File: src/rtl/cache_writeback_buffer.sv
`default_nettype none
// ============================================================================
// Module   : cache_writeback_buffer
// Brief    : Victim/write-back FIFO between a cache core and memory. Misses
//            overtake buffered evictions; read hits are served from the buffer.
// Revision : 1.0 - initial release
// ============================================================================
module cache_writeback_buffer #(
    parameter int S_OFFSET = 5,
    parameter int S_LINE   = 256,
    parameter int S_DEPTH  = 2
) (
    input  logic              clk,
    input  logic              rst,
    input  logic              up_read,
    input  logic              up_write,
    input  logic [31:0]       up_address,
    input  logic [S_LINE-1:0] up_wdata,
    output logic              up_resp,
    output logic [S_LINE-1:0] up_rdata,
    output logic              mem_read,
    output logic              mem_write,
    output logic [31:0]       mem_address,
    output logic [S_LINE-1:0] mem_wdata,
    input  logic              mem_resp,
    input  logic [S_LINE-1:0] mem_rdata,
    output logic              wb_empty
);
    localparam int               C_DEPTH = 2 ** S_DEPTH;
    localparam int               C_TAG_W = 32 - S_OFFSET;
    localparam logic [S_DEPTH:0] C_FULL  = (S_DEPTH + 1)'(C_DEPTH);

    typedef enum logic [0:0] {UP_IDLE = 1'b0, UP_RESP = 1'b1} up_state_t;
    typedef enum logic [1:0] {M_IDLE = 2'd0, M_READ = 2'd1, M_WRITE = 2'd2} mem_state_t;

    up_state_t          r_up_state, w_up_next;
    mem_state_t         r_m_state,  w_m_next;

    logic [C_DEPTH-1:0] r_valid;
    logic [C_TAG_W-1:0] r_tag  [C_DEPTH];
    logic [S_LINE-1:0]  r_data [C_DEPTH];
    logic [S_DEPTH-1:0] r_head, r_tail;
    logic [S_DEPTH:0]   r_count;
    logic               r_rd_pend;

    logic [C_TAG_W-1:0] w_up_tag;
    logic [S_DEPTH-1:0] w_scan, w_rd_idx, w_wr_idx;
    logic               w_rd_hit, w_wr_match;
    logic               w_up_idle, w_wr_req, w_rd_req;
    logic               w_coalesce, w_enq, w_pop, w_hit_resp, w_miss, w_rd_done;
    logic               w_full;
    logic               w_unused_ok;

    assign w_up_tag    = up_address[31:S_OFFSET];
    assign w_unused_ok = &{1'b0, up_address[S_OFFSET-1:0]};

    // Scan oldest to youngest so the last match wins. The head being drained
    // is frozen: writes to it must open a fresh entry instead.
    always_comb begin
        w_rd_hit   = 1'b0;
        w_rd_idx   = r_head;
        w_wr_match = 1'b0;
        w_wr_idx   = r_head;
        w_scan     = r_head;
        for (int i = 0; i < C_DEPTH; i++) begin
            w_scan = r_head + S_DEPTH'(i);
            if (r_valid[w_scan] && (r_tag[w_scan] == w_up_tag)) begin
                w_rd_hit = 1'b1;
                w_rd_idx = w_scan;
                if (!((w_scan == r_head) && (r_m_state == M_WRITE))) begin
                    w_wr_match = 1'b1;
                    w_wr_idx   = w_scan;
                end
            end
        end
    end

    assign w_full     = (r_count == C_FULL);
    assign w_up_idle  = (r_up_state == UP_IDLE);
    assign w_wr_req   = w_up_idle && up_write;
    assign w_rd_req   = w_up_idle && up_read && !up_write;
    assign w_pop      = (r_m_state == M_WRITE) && mem_resp;
    assign w_coalesce = w_wr_req && w_wr_match;
    assign w_enq      = w_wr_req && !w_wr_match && (!w_full || w_pop);
    assign w_hit_resp = w_rd_req && w_rd_hit;
    assign w_miss     = w_rd_req && !w_rd_hit && !r_rd_pend && (r_m_state != M_READ);
    assign w_rd_done  = (r_m_state == M_READ) && mem_resp;

    always_comb begin
        w_up_next = r_up_state;
        case (r_up_state)
            UP_IDLE: if (w_coalesce || w_enq || w_hit_resp || w_rd_done) w_up_next = UP_RESP;
            UP_RESP: w_up_next = UP_IDLE;
            default: w_up_next = UP_IDLE;
        endcase
    end

    // A miss always goes ahead of queued evictions.
    always_comb begin
        w_m_next = r_m_state;
        case (r_m_state)
            M_IDLE: begin
                if (r_rd_pend || w_miss)  w_m_next = M_READ;
                else if (r_count != '0)   w_m_next = M_WRITE;
            end
            M_READ:  if (mem_resp) w_m_next = M_IDLE;
            M_WRITE: if (mem_resp) w_m_next = M_IDLE;
            default: w_m_next = M_IDLE;
        endcase
    end

    always_ff @(posedge clk) begin
        if (rst) begin
            r_up_state  <= UP_IDLE;
            r_m_state   <= M_IDLE;
            r_valid     <= '0;
            r_head      <= '0;
            r_tail      <= '0;
            r_count     <= '0;
            r_rd_pend   <= 1'b0;
            up_rdata    <= '0;
            mem_address <= '0;
            mem_wdata   <= '0;
        end else begin
            r_up_state <= w_up_next;
            r_m_state  <= w_m_next;

            if (r_m_state == M_IDLE) r_rd_pend <= 1'b0;
            else if (w_miss)         r_rd_pend <= 1'b1;

            // On a full-buffer pop+enqueue head == tail, so the enqueue's set wins.
            if (w_pop) begin
                r_valid[r_head] <= 1'b0;
                r_head          <= r_head + S_DEPTH'(1);
            end
            if (w_enq) begin
                r_valid[r_tail] <= 1'b1;
                r_tail          <= r_tail + S_DEPTH'(1);
            end
            r_count <= r_count + (S_DEPTH + 1)'(w_enq) - (S_DEPTH + 1)'(w_pop);

            if (w_hit_resp)     up_rdata <= r_data[w_rd_idx];
            else if (w_rd_done) up_rdata <= mem_rdata;

            if ((r_m_state == M_IDLE) && (w_m_next == M_READ)) begin
                mem_address <= {w_up_tag, {S_OFFSET{1'b0}}};
            end else if ((r_m_state == M_IDLE) && (w_m_next == M_WRITE)) begin
                mem_address <= {r_tag[r_head], {S_OFFSET{1'b0}}};
                // Forward a same-cycle coalesce into the head being launched.
                mem_wdata   <= (w_coalesce && (w_wr_idx == r_head)) ? up_wdata : r_data[r_head];
            end
        end
    end

    always_ff @(posedge clk) begin
        if (w_coalesce) r_data[w_wr_idx] <= up_wdata;
        if (w_enq) begin
            r_tag[r_tail]  <= w_up_tag;
            r_data[r_tail] <= up_wdata;
        end
    end

    assign up_resp   = (r_up_state == UP_RESP);
    assign mem_read  = (r_m_state == M_READ);
    assign mem_write = (r_m_state == M_WRITE);
    assign wb_empty  = (r_count == '0) && (r_m_state == M_IDLE);

endmodule
`default_nettype wire

File: config.mk
export PLATFORM = sky130hd
export DESIGN_NAME = cache_writeback_buffer
export DESIGN_NICKNAME = d
export VERILOG_FILES = /design/src/rtl/cache_writeback_buffer.sv
export SDC_FILE = /design/constraint.sdc
export NUM_CORES = 2
export LEC_CHECK = 0
export CAP_MARGIN = 20
export CORE_MARGIN = 5
export CORE_UTILIZATION = 40
export CTS_CLUSTER_SIZE = 25
export DETAILED_ROUTE_END_ITERATION = 8
export GPL_TIMING_DRIVEN = 0
export MAX_ROUTING_LAYER = met4
export PLACE_DENSITY = 0.65
export SYNTH_ARGS = -nofsm -noshare
export SYNTH_HDL_FRONTEND = slang
export SYNTH_SLANG_ARGS = --single-unit
export TNS_END_PERCENT = 5
File: constraint.sdc
create_clock -name clk -period 35.9 [get_ports clk]
set_clock_uncertainty 0.15 [all_clocks]
set_input_delay 7.18 -clock clk [delete_from_list [all_inputs] [get_ports clk]]
set_output_delay 7.18 -clock clk [all_outputs]
set_load 0.01 [all_outputs]
==> results by group <==
Timing
  – Unrepaired setup endpoints after global routing: false
  – Final setup viols: 0
  – Max Fclk: 73.9 MHz
  – Fin. Hold Viols: 0
  – Final min period: between 10 and 15 ns
  – Final Max Tran Viols: 0
  – Final period utilization: a little under two fifths
  – Worst Slack Setup Final: about 22 ns
  – Relative slew margins: between 10% and 20%
  – Worst-margin pin slew: between 1 and 1.5 ns

CTS
  – TritonCTS clock tree: yes
  – Worst-path clk slew: around 0.060 ns
  – # Post-CTS Setup Buffers: 0
  – Clock root cell: clkbuf_16
  – Clk_lat worst skew: around 0.90 ns
  – Clock sinks: between 1500 and 2000
  – Max Root-Sink Buffers: 3
  – Post-CTS Resized: 0
  – CTS buffer count: 206
  – CTS H-tree depth: 4
  – Post-CTS Hold Buffers: 0

Drt
  – Final WL: 375 mm
  – Routed via count: approximately 67000
  – Residual DRC: 0
  – Met3 wire length: 38.2 mm
  – WL per Instance: between 30 and 40 um
  – Via density: roughly 6.1
  – Drt pass-1 iters: 6
  – Met1 Routed Length: between 100 and 150 mm
  – Detailed Route Iter0 Violations: about 8200
  – DR top layer: met4
  – Post-route ant nets: 0
  – Met2 wire len: roughly 170 mm

Setup path
  – Critical Path End Type: flop
  – Buffers plus inverters on the worst setup path: 10
  – Worst r2r src: r_head[0]
  – Path type of the worst setup path: in -> reg
  – Reg2reg path depth: 26
  – Req. time, crit path: around 36 ns
  – Critical path fanouts, max: 21
  – Worst flop-to-flop path endpoint: r_data[2][104]
  – Critical path's top delay family: buffers and inverters
  – Worst path max stage delay: about 0.74 ns
  – Startpoint Class: primary input
  – Setup slack, reg-to-reg: around 27 ns
  – Cells along the critical path: clkdlybuf4s50_1, clkbuf_1, o2bb2ai_1, nor4_1, nor2_1, nor4_2, and4b_1, o21a_1, buf_2, or2_1, buf_4, buf_6, buf_2, nand2_1, o21ai_4, buf_12, buf_12, buf_16, buf_16
  – CP max stage cell: clkdlybuf4s50_1
  – Critical Path AT: 13.96 ns

Layout
  – Area Growth Syn to Fin: 27.3%
  – Final Instance Area: 110000 um2
  – Final #Nets: ~8500
  – Layout cells sized above 1: between 10% and 20%

Pwr
  – Leakage Power: approximately 34 nW
  – Pwr Density: between 70 and 80 nW/um2
  – Peak supply drop: roughly 63 uV

Yosys
  – Post-synth EDFFs: 1388
  – Post-Syn Area: roughly 86000 um2
  – Mux share of post-synthesis cell area: about 13%
  – Main flop type after synthesis: edfxtp_1
  – Synthesized area per cell: roughly 13 um2
  – Synth Area in Simple Gates: 11.6%
  – Synth cell types: just under 80
  – Synth Area in Compound Gates: 10.1%
  – Synth Warn #: 0
  – Seq/Total Area, Yosys: about three fifths
  – Synth Register Bits: between 1500 and 2000
  – Adder-Cell Fraction of Synth Area: less than 1%
  – Synth cell count leaders: 1388 x edfxtp_1, 1088 x nand2_1, 557 x dfxtp_1, 519 x a211oi_1, 512 x nor3b_1
  – FFs w/ async S/R, synth: 0%
  – Leading post-synthesis cells by cell area: edfxtp_1 48%, dfxtp_1 13%, mux4_2 8.3%
  – Xor/xnor share of the synthesized area: less than 1%
  – Top-count cell post-synth: edfxtp_1
  – Largest family of logic cells by synthesized area: multiplexers
  – Post-synth top area cell: edfxtp_1
  – Synth Instances: 6536
  – Synth top area share: ~48%

Die
  – Rows: 170
  – Total die area: about 220000 um2
  – Io pins: ~1100
  – Die width: 474 um
  – Core footprint: approximately 210000 um2
  – Initial Util: around two fifths
  – Die H: between 400 and 500 um

Global routing
  – Global-route usage over all layers: 33.2%
  – First-pass GRT wire length: just over 500 mm
  – GRT overflow: 0
  – Largest net degree at the start of global routing: 83
  – Vias in the first global route: ~67000
  – Initial antenna violation count: approximately 110

Placed design
  – IO buf count: between 1000 and 1500
  – Dpl ws: 21.51 ns
  – Post-DP HPWL: 277 mm
  – GP Congestion: about 1
  – Dpl cell area: 102000 um2

Flow run
  – Number of max-cap violations: 0

Worst hold path
  – Hold Crit Depth: 2
  – Worst min path class: reg -> reg

Run status
  – Outcome: complete, no violations
==> cell families (layout without fill, tap and decap cells) <==
kind of cell | Yosys count | count (layout)
multiplexers | 651 | 651
flip-flops | 1945 | 1945
adder cells (fa/ha/maj) | 14 | 14
AO/OA/AOI/OAI | 1206 | 1206
AND/OR/NAND/NOR | 1995 | 1995
buffers and inverters | 631 | 2182
XOR/XNOR | 93 | 93
other | 1 | 109
==> where the power goes <==
part | leakage (nW) | internal [mW] | switching, mW
combinational | 12.9 | 0.936 | 1.47
clock | 3.47 | 1.28 | 0.954
sequential | 17.3 | 2.94 | 0.209
==> stage by stage <==
stage          std cells  hold slack, ns  TNS (ns)  utilization (%)  power [mW]
2_1_floorplan       6540           0.284         0                -        4.36
3_3_place_gp       10463           0.290  -8067.30             46.9        5.63
3_5_place_dp       10534           0.296         0             47.7        5.57
4_1_cts            10923           0.305         0             51.0        7.79
5_1_grt            11023           0.316         0             51.1        8.06
6_report           11033           0.302         0             51.2        7.79
==> tightest hold or removal path, stage by stage (launching register included) <==
cell and delay (ns):
dfxtp_1 0.30, nand2_1 0.05, a21oi_1 0.05
==> how the worst max path moves through the flow <==
stage / startpoint / end / slack (ns) / cells past startpoint
after floorplan: up_address[26] / r_data[2][0] / 7.18 / 14
after global placement: up_address[8] / r_data[2][152] / -14.99 / 15
after detailed placement: up_address[20] / r_data[2][95] / 21.51 / 19
after CTS: up_address[20] / r_data[2][89] / 22.44 / 19
after global routing: up_address[20] / r_data[2][104] / 22.11 / 19
final: up_address[14] / r_data[2][104] / 22.37 / 19
==> area by class of cell <==
type	count	area, um2
Buffer	587	2710
Sequential cell	1945	52800
Clock inverter	106	1400
Antenna cell	104	260
Fill cell	18416	105000
Multi-Input combinational cell	3964	30600
Timing Repair Buffer	1162	12500
Clock buffer	283	5730
Inverter	44	165
Tap cell	2838	3550
==> per-layer routing <==
layer / global-route usage (%) / vias to the layer above
li1: - / 28004
met1: 41.4 / 34228
met2: 50.1 / 4148
met3: 8.55 / 776
met4: 17.1 / 0
met5: - / -
==> placed cells by master, fill, tap and decap left out, drive strengths merged, types with 4 or more instances in the layout <==
cell type and instances:
a211oi 519, a21oi 301, a221oi 31, a22oi 9, a31o 258, a31oi 5, and2 8, buf 274
bufinv 21, clkbuf 673, clkdlybuf4s50 1085, clkinv 71, clkinvlp 7, conb 5, dfxtp 557, diode 104
edfxtp 1388, ha 13, inv 51, mux2 269, mux2i 64, mux4 318, nand2 1088, nand2b 8
nand3 16, nand4 19, nor2 35, nor2b 10, nor3 265, nor3b 513, nor4 15, o2111ai 6
o211ai 6, o21a 6, o21ai 19, o22ai 13, o2bb2ai 4, or2 4, xnor2 93
No activity file was read; power rests on OpenSTA's default activity.
